### config.mk
export PLATFORM = sky130hd
export DESIGN_NAME = fetch_unit
export DESIGN_NICKNAME = d
export VERILOG_FILES = /design/src/rtl/fetch_unit.sv
export SDC_FILE = /design/constraint.sdc
export NUM_CORES = 1
export LEC_CHECK = 0
export CAP_MARGIN = 20
export CORE_ASPECT_RATIO = 1.75
export CORE_MARGIN = 1.5
export CORE_UTILIZATION = 42
export CTS_CLUSTER_DIAMETER = 100
export DETAILED_ROUTE_END_ITERATION = 6
export GPL_TIMING_DRIVEN = 1
export HOLD_SLACK_MARGIN = 0.12
export PLACE_DENSITY = 0.9
export SETUP_SLACK_MARGIN = 0.05
export SLEW_MARGIN = 5
export SYNTH_ARGS = -nofsm -noshare
export SYNTH_HDL_FRONTEND = slang
export SYNTH_SLANG_ARGS = --single-unit
### constraint.sdc
create_clock -name CLK -period 1.9 [get_ports CLK]
set_input_delay 0.285 -clock CLK [delete_from_list [all_inputs] [get_ports CLK]]
set_output_delay 0.285 -clock CLK [all_outputs]
set_load 0.01 [all_outputs]
### src/rtl/fetch_unit.sv
// rtl/fetch_unit.sv - PC/IR owner with req/ack instruction fetch; optional FETCH_TIMEOUT_EN abort
module fetch_unit #(
    parameter int                ADDR_W         = 16,
    parameter int                INSTR_W        = 19,
    parameter int                OPC_W          = 5,
    parameter logic [ADDR_W-1:0] RESET_PC       = '0,
    parameter int                TIMEOUT_CYCLES = 64
) (
    input  logic                     CLK,
    input  logic                     EN,
    input  logic                     LOAD_IR,
    input  logic                     LOAD_PC,
    input  logic                     INC_PC,
    input  logic [ADDR_W-1:0]        BR_ADDR,
    output logic                     IM_REQ,
    output logic [ADDR_W-1:0]        IM_ADDR,
    input  logic                     IM_ACK,
    input  logic [INSTR_W-1:0]       IM_RDATA,
    output logic [OPC_W-1:0]         OPCODE,
    output logic [INSTR_W-OPC_W-1:0] OPERANDS,
    output logic [ADDR_W-1:0]        PC,
    output logic                     IR_VALID,
    output logic                     BUSY,
    output logic                     FETCH_ERR
);

    typedef enum logic {
        S_IDLE,
        S_WAIT
    } state_t;

    state_t             state;
    logic [INSTR_W-1:0] ir;

`ifdef FETCH_TIMEOUT_EN
    localparam int CNT_W = $clog2(TIMEOUT_CYCLES) + 1;
    logic [CNT_W-1:0] wait_cnt;
`else
    logic unused_timeout_cfg;
    assign unused_timeout_cfg = ^TIMEOUT_CYCLES;
    assign FETCH_ERR          = 1'b0;
`endif

    // Opcode and operand fields are plain slices of the instruction register
    assign OPCODE   = ir[INSTR_W-1 -: OPC_W];
    assign OPERANDS = ir[INSTR_W-OPC_W-1:0];

    // PC update runs every cycle regardless of FSM state; fetch FSM latches the old PC
    always_ff @(posedge CLK) begin
        if (!EN) begin
            state    <= S_IDLE;
            PC       <= RESET_PC;
            ir       <= '0;
            IR_VALID <= 1'b0;
            IM_REQ   <= 1'b0;
            IM_ADDR  <= '0;
            BUSY     <= 1'b0;
`ifdef FETCH_TIMEOUT_EN
            wait_cnt  <= '0;
            FETCH_ERR <= 1'b0;
`endif
        end else begin
            if (LOAD_PC) begin
                PC <= BR_ADDR;
            end else if (INC_PC) begin
                PC <= PC + 1'b1;
            end

            case (state)
                S_IDLE: begin
                    if (LOAD_IR) begin
                        IM_ADDR  <= PC;
                        IM_REQ   <= 1'b1;
                        BUSY     <= 1'b1;
                        IR_VALID <= 1'b0;
                        state    <= S_WAIT;
`ifdef FETCH_TIMEOUT_EN
                        wait_cnt <= '0;
`endif
                    end
                end
                S_WAIT: begin
                    if (IM_ACK) begin
                        ir       <= IM_RDATA;
                        IR_VALID <= 1'b1;
                        IM_REQ   <= 1'b0;
                        BUSY     <= 1'b0;
                        state    <= S_IDLE;
`ifdef FETCH_TIMEOUT_EN
                    end else if (wait_cnt == CNT_W'(TIMEOUT_CYCLES - 1)) begin
                        ir        <= '0;
                        IR_VALID  <= 1'b1;
                        IM_REQ    <= 1'b0;
                        BUSY      <= 1'b0;
                        FETCH_ERR <= 1'b1;
                        state     <= S_IDLE;
                    end else begin
                        wait_cnt <= wait_cnt + 1'b1;
`endif
                    end
                end
                default: state <= S_IDLE;
            endcase
        end
    end

endmodule

* Word-level counts from Yosys, hierarchy flattened
Cells that the tools add are included.
Widths: inputs -> output; s select.
** Storage, ports and cells
- Flip-flop bits (word level) :: 54
- Input bits :: 41
- Output and inout bits :: 55
- Word-level logic and storage cells :: 25
** Operators by class
- Add/subtract/negate cells :: 1
- Equality and inequality tests :: 2
- Multiplexer cells :: 11
- Bitwise gates (word level) :: 1
- Reduce and logical (&&, ||, !) cells :: 4
** Operators by type and width (count)
- $mux 16 :: 2
- $add 16x1->16 const B :: 1
- $mux 1 :: 6
- $pmux 1 s2 :: 3
- $reduce_and 2->1 :: 3
- $ne 2x2->1 const B :: 2
- $reduce_bool 2->1 :: 1
- $not 1->1 :: 1

* Longest topological paths before layout
Gate-level depths: netlist (run 1).
- Depth in word-level cells :: 3
- Depth in mapped cells :: 5
- Mapped depth without buffers :: 5

* Least setup slack after synthesis (run 1)
OpenSTA, ideal clock, no wires.
- Kind :: flip-flop to flip-flop
- Start point :: reg PC[0]
- End point :: reg PC[10]
- Library setup time :: 133 ps
- Arrival :: 1301 ps
- Required time :: 1767 ps
- Slack :: 466 ps
- Stages on the path, launching flop included :: 6
- Buffers on the path :: 0
- Clock period less this slack :: 1434 ps
- Path through :: dfxtp_1 ha_1 nand2_1 nor4_2 xnor2_1 a21oi_1
** Between the ends
- Word-level cells in the longest chain between the ends :: 3
** Ends and longest elaborated chain
- start: declaration :: RTL line 21 : output logic [ADDR_W-1:0] PC,
- start signal: assignment :: RTL line 66 : PC <= PC + 1'b1;
- $add 16x1->16 :: RTL line 66
- $mux 16 :: RTL line 65 : end else if (INC_PC) begin
- $mux 16 :: RTL line 63 : if (LOAD_PC) begin
No other way between the ends. The select of a mux whose other input is x is not followed.
A chain may end at the register's enable or synchronous reset.

* Worst setup path after layout (run 1)
- Start point :: reg PC[7]
- End point :: out PC[7]
No word-level cell between the ends.

==> impl_results.md, run 1 <==
- Max FO, Critical Path: 6
- Period utilization: between 90 and 100%
- Slowest-stage cell, CP: clkdlybuf4s50_1
- Sequential power share: 48.3%
- Setup TNS: 0 ns
- Final GP Congestion: approximately 0.88
- Internal power: 1.985 mW
- Met1 Use GR: roughly 19%
- FFs w/ async S/R, synth: 0%
- CP top delay family: buffers and inverters
- Via-per-instance ratio: 5.206
- Area grow syn2layout: 49.94%
- Iteration-0 DRC Markers: 44
- Worst-skew pair later-pin latency: 0.31 ns
- Total GRT Usage: 20.60%
- R2r endpoint: PC[12]
- Max VDD drop: 0.4778 mV
- Clk_skew: about 0.0074 ns
- Placeable Area: 5255 um^2
- Met3 usage: 2.835%
- Synth cell count leaders: 82 x nand2_1, 54 x dfxtp_1, 46 x a21oi_1
- Crit path to: PC[7]
- Average cell area after synthesis: 8.133 um^2
- Clock Sinks: 54
- Met2 Usage GRT: between 40% and 50%
- Ant. Diodes: 0
- DRC: 0
- Num CTS Buffers: 5
- Max Freq: around 0.58 GHz
- Cells after synthesis: 280
- Critical path depth: 1
- Row cnt: 35
- Share of the synthesized area in the top cell type: 47.47%
- Resized cells post-CTS: 0
- Clk buf depth: 2
- Die area: 5890 um^2
- Post-route antenna net violation count: 0
- Initial Utilization: between 40% and 50%
- Crit path cell chain: clkdlybuf4s50_1
- Htree depth: 2
- CP peak stage delay: 0.60 ns
- First-pass GRT wire length: 9.439 mm
- Post-synth EDFFs: 0
- DRT Pass-1 Iters: 4
- DIE HEIGHT: 100.4 um
- Comb power frac: 15.9%
- Area leader, netlist: dfxtp_1
- Ys Warns: 0
- Top_reg_cell synth: dfxtp_1
- Setup slack, reg-to-reg: between 0.3 and 0.4 ns
- Clk root buf: clkbuf_8
- Die Wd: 58.66 um
- Hold WC Path Type: reg2reg
- Clock transition at path regs: 0.10 ns
- CP Launch Type: flip-flop
- Largest net degree at the start of global routing: 43
- Syn_nets: 322
- Crit path capture type: primary output
- Worst path arrival time: 1.43 ns
- Hold bufs inserted after CTS: 0
- CTS tree: done
- Gr busiest metal: met2
- Layout filler cell count: 454
- Slew Viols, Final: 0
- Post-Route WL: 5.876 mm
- Maxcap violations: 0
- Final hold violation count: 0
- Critical path class: reg2out
- Final Critical Period: 1.711 ns
- Worst r2r src: PC[1]
- Global route overflow: 0
- I/O Buffers: 94
- Most common cell in the netlist: nand2_1
- Critical path launch point: PC[7]
- Via Count: about 2200
- Share of cells above drive strength 1: ~8.3%
- Critical path buffer and inverter count: 1
- Nets: 413
- Avg WL per Cell: 13.76 um
- Leak pwr: 1.210 nW
- Antenna violations before repair: 0
- Post-CTS Setup Inserts: 0
- FF+latch count, synth: 54
- Hpwl dp: between 4 and 5 mm
- # setup viols final: 0
- PwrDens: 758.5 nW/um^2
- NetSw: just over 600 uW
- Post-Synthesis Cell Area: 2277 um^2
- Number of global-route vias before repair: ~2100
- I/O pins: 96
- Outcome: finished, final reports clean
- Clock network fraction of total power: between 30% and 40%
- Critical path data required time: 1.62 ns
- Number of distinct library cells after synthesis: 35
- Worst R2R Path Depth: 5
- Final hold slack: 0.4570 ns
- Sequential area share after synthesis: 47.47%
- Synth area leaders: dfxtp_1 47%, nand2_1 14%, a21oi_1 10%
- Net Sw Frac: 23.35%
- Unrepaired setup endpoints after global routing: false
## layer usage
layer | share of wire, % | wire length, um
met5 | 0 | 0
met4 | 2.9 | 173
met3 | 5.3 | 310
met2 | 56 | 3316
met1 | 35 | 2076
## cells in the final DEF (no fill, tap or decap), types with 3 or more instances in the layout
master           synthesis  routed
o21ai_0                  5       5
buf_4                    3      11
nor3_2                   3       3
nor2_1                  15      15
o21ai_1                  5       5
nor4_2                   3       3
a21oi_1                 46      46
nand2_1                 82      82
dfxtp_1                 54      54
nand4_1                  5       5
xnor2_1                 10      10
clkbuf_8                 0       6
mux2i_1                  3       3
clkdlybuf4s50_1          0      94
a211oi_1                 3       3
## worst min path at each step
| stage | start | endpoint | depth (start not counted) |
|---|---|---|---|
| final | IM_ADDR[8] | IM_ADDR[8] | 2 |
| after floorplan | LOAD_IR | state | 2 |
| after global placement | ir[8] | ir[8] | 2 |
| after global routing | IM_ADDR[8] | IM_ADDR[8] | 2 |
| after CTS | ir[8] | ir[8] | 2 |
| after detailed placement | ir[8] | ir[8] | 2 |
## flip-flops by register name, summed over array words and instances, names as in the netlist
| name | flops |
|---|---|
| state | 1 |
| IR_VALID | 1 |
| ir | 19 |
| PC | 16 |
| BUSY | 1 |
| IM_ADDR | 16 |
## power groups by stage
| stage | Sequential, mW | Clock (mW) | Combinational [mW] |
|---|---|---|---|
| final | 1.25 | 0.928 | 0.411 |
| after global routing | 1.26 | 0.980 | 0.450 |
| after CTS | 1.25 | 0.947 | 0.415 |
| after detailed placement | 1.28 | 0 | 0.412 |
| after global placement | 1.27 | 0 | 0.406 |
| after floorplan | 1.29 | 0 | 0.156 |
## final cells by class
cell class	count	area, um^2	area share, %
Tap cell	55	68.82	2.015
Clock buffer	6	82.58	2.418
Timing Repair Buffer	105	1023	29.97
Inverter	4	15.01	0.4397
Clock inverter	2	60.06	1.759
Sequential cell	54	1081	31.66
Multi-Input combinational cell	201	1084	31.73
## through the flow
| step | instance area (um^2) | worst slack (ns) | util (%) | total power, mW | cells |
|---|---|---|---|---|---|
| 2_1_floorplan | 2277 | 0.4660 | - | 1.445 | 280 |
| 3_3_place_gp | 3272 | 0.1824 | 62.26 | 1.680 | 419 |
| 3_5_place_dp | 3272 | 0.1161 | 62.26 | 1.689 | 419 |
| 4_1_cts | 3415 | 0.1870 | 64.98 | 2.613 | 427 |
| 5_1_grt | 3415 | 0.1520 | 64.98 | 2.688 | 427 |
| 6_report | 3415 | 0.1888 | 64.98 | 2.590 | 427 |
## logic make-up after synthesis
logic type / share of synthesized area, %
other: 0.1647
AO/OA/AOI/OAI: 14.40
AND/OR/NAND/NOR: 26.54
adder cells (fa/ha/maj): 0.5494
flip-flops: 47.47
XOR/XNOR: 4.615
multiplexers: 1.319
buffers and inverters: 4.945
Power figures use the tool's default switching activity.
==> run 2, diff against run 1 <==
clock period = 1.7 ns   (was 1.9 ns; I/O delays follow)
==> run 2 against run 1 <==
Against the previous run: worst hold slack lost 0.0013 ns; register-to-register slack lost 0.02 ns; global-route usage about the same; largest cell class is now flip-flops and latches.
==> impl_results.md, run 2 (same netlist as run 1, synthesis figures left out) <==
- Outcome: finished, final reports clean
- Hold Startpoint: ir[3]
- Period utilization: 93.63%
- Placeable Area: 5255 um^2 (unchanged)
- Worst r2r src: PC[1]
- Unrepaired setup endpoints after global routing: false
- DRT Pass-1 Iters: 4 (unchanged)
- I/O pins: 96 (unchanged)
- Setup TNS: 0 ns (unchanged)
- Post-Route WL: 5.993 mm (+2.0%)
- Biggest register: ir
- Net Sw Frac: 25.51% (+2.2 points)
- Setup slack, reg-to-reg: 0.33 ns (-0.02 ns)
- Final Critical Period: 1.592 ns
- Maxcap violations: 0 (unchanged)
- Iteration-0 DRC Markers: 67 (+52%)
- Worst-skew pair later-pin latency: 0.30 ns (about the same)
- Final hold slack: 0.4556 ns (-0.001346 ns)
- Final hold violation count: 0 (unchanged)
- Total GRT Usage: 20.60% (about the same)
- Max FO, Critical Path: 5 (-1)
- Hold bufs inserted after CTS: 0 (unchanged)
- WHS Path Cells: 2 (unchanged)
- Internal power: 1.934 mW (-2.6%)
- Hpwl dp: 4.548 mm (+1.4%)
- Final GP Congestion: 0.8537 (-2.6%)
- Critical path data required time: 1.44 ns (-0.18 ns)
- Sequential power share: 53.9% (+5.6 points)
- WHS Endpoint: ir[3]
- Slew Viols, Final: 0 (unchanged)
- CTS tree: done
- Clk_skew: 0.005521 ns (-0.001877 ns)
- Clock transition at path regs: 0.09 ns (about the same)
- Leading registers by flop count: ir: 19 flops, IM_ADDR: 16 flops, PC: 16 flops
- Ant. Diodes: 0 (unchanged)
- Max VDD drop: 0.5194 mV (+8.7%)
- Die area: 5890 um^2 (unchanged)
- Area grow syn2layout: 50.11%
- I/O Buffers: 94 (unchanged)
- DRC: 0 (unchanged)
- Comb power frac: 18.3% (+2.4 points)
- PwrDens: 759.6 nW/um^2 (+0.14%)
- Initial Utilization: 43.33% (unchanged)
- NetSw: 662.4 uW (+9.5%)
- Largest net degree at the start of global routing: 29 (-33%)
- Worst R2R Path Depth: 5 (unchanged)
- Worst path arrival time: 1.34 ns (-0.09 ns)
- DIE HEIGHT: 100.4 um (unchanged)
- Antenna violations before repair: 0 (unchanged)
- CP Launch Type: flip-flop
- Global route overflow: 0 (unchanged)
- Post-route antenna net violation count: 0 (unchanged)
- First-pass GRT wire length: 9.535 mm (+1.0%)
- Most frequent cells in the layout: 94 x clkdlybuf4s50_1, 82 x nand2_1, 46 x a21oi_1
- Hold WC Path Type: reg2reg
- Nets: 417 (+0.97%)
- Clock network fraction of total power: 27.8% (-8.0 points)
- Critical path class: reg2out
- Max Freq: ~0.63 GHz
- Via-per-instance ratio: 5.206 (about the same)
- Avg WL per Cell: 13.90 um (+1.0%)
- Number of global-route vias before repair: 2204 (+3.5%)
- R2r endpoint: PC[12]
- Leak pwr: 1.215 nW (+0.34%)
- Crit path capture type: primary output
- Share of cells above drive strength 1: 11.70% (+3.4 points)
- Htree depth: 2 (unchanged)
- Clk root buf: clkbuf_8
- Clk buf depth: 2 (unchanged)
- Most common cell after layout, fill and taps aside: clkdlybuf4s50_1
- Max FFs per register: 19 (unchanged)
- Die Wd: 58.66 um (unchanged)
- Row cnt: 35 (unchanged)
- # setup viols final: 0 (unchanged)
- Via Count: 2244 (+0.94%)
- Layout filler cell count: 448 (-1.3%)
- Num CTS Buffers: 5 (unchanged)
- Clock Sinks: 54 (unchanged)
[run 2: power by group through the flow]
stage          combinational (mW)  sequential (mW)  clock (mW)
4_1_cts                     0.479             1.40       0.743
6_report                    0.475             1.40       0.722
2_1_floorplan               0.174             1.44           0
3_5_place_dp                0.476             1.42           0
5_1_grt                     0.517             1.41       0.778
3_3_place_gp                0.466             1.42           0
[run 2: per-stage QoR]
stage	power (mW)	instance area [um^2]	utilization (%)	instances	worst slack, ns
after detailed placement	1.900	3314	63.07	423	-0.02282
after CTS	2.618	3413	64.95	431	0.05238
after global placement	1.888	3314	63.07	423	0.03240
final	2.596	3418	65.05	431	0.1082
after global routing	2.704	3418	65.05	431	0.06172
after floorplan	1.615	2277	-	280	0.2660
[run 2: per-layer routing]
metal	track usage, %	vias up	wire, um
li1	-	1118	-
met1	19.77	1041	2135
met2	40.88	74	3447
met3	3.093	11	263
met4	8.916	0	147
met5	0	-	0
[run 2: worst max path at each step]
stage                start      to  slack [ns]  cells after the start
floorplan            PC[0]  PC[10]        0.27                      5
global placement    INC_PC  PC[15]        0.03                      5
detailed placement  INC_PC  PC[15]       -0.02                      5
CTS                  PC[8]   PC[8]        0.05                      1
global route         PC[0]   PC[0]        0.06                      2
finish               PC[0]   PC[0]        0.11                      2
[run 2: layout make-up]
class	count	area, um^2	share of cell area, %
Clock buffer	7	86.33	2.526
Multi-Input combinational cell	201	1084	31.70
Timing Repair Buffer	109	1066	31.19
Inverter	4	15.01	0.4392
Tap cell	55	68.82	2.013
Sequential cell	54	1094	31.99
Clock inverter	1	5.005	0.1464
[run 2: repair_timing]
action | 4_1_cts | 5_1_grt
setup buffers | 0 | 0
gates cloned | 0 | 0
setup endpoints to repair | 6 | 4
resized for setup | 6 | 4
[run 2: critical path: stages (launching register included)]
cell,delay [ns]
dfxtp_1,0.35
buf_4,0.16
clkdlybuf4s50_1,0.54
==> run 3, diff against run 2 <==
CTS_CLUSTER_DIAMETER = 30   (was 100)
==> results of run 3 <==
Same layout as run 2: the final DEF is identical, and so are final timing and power.
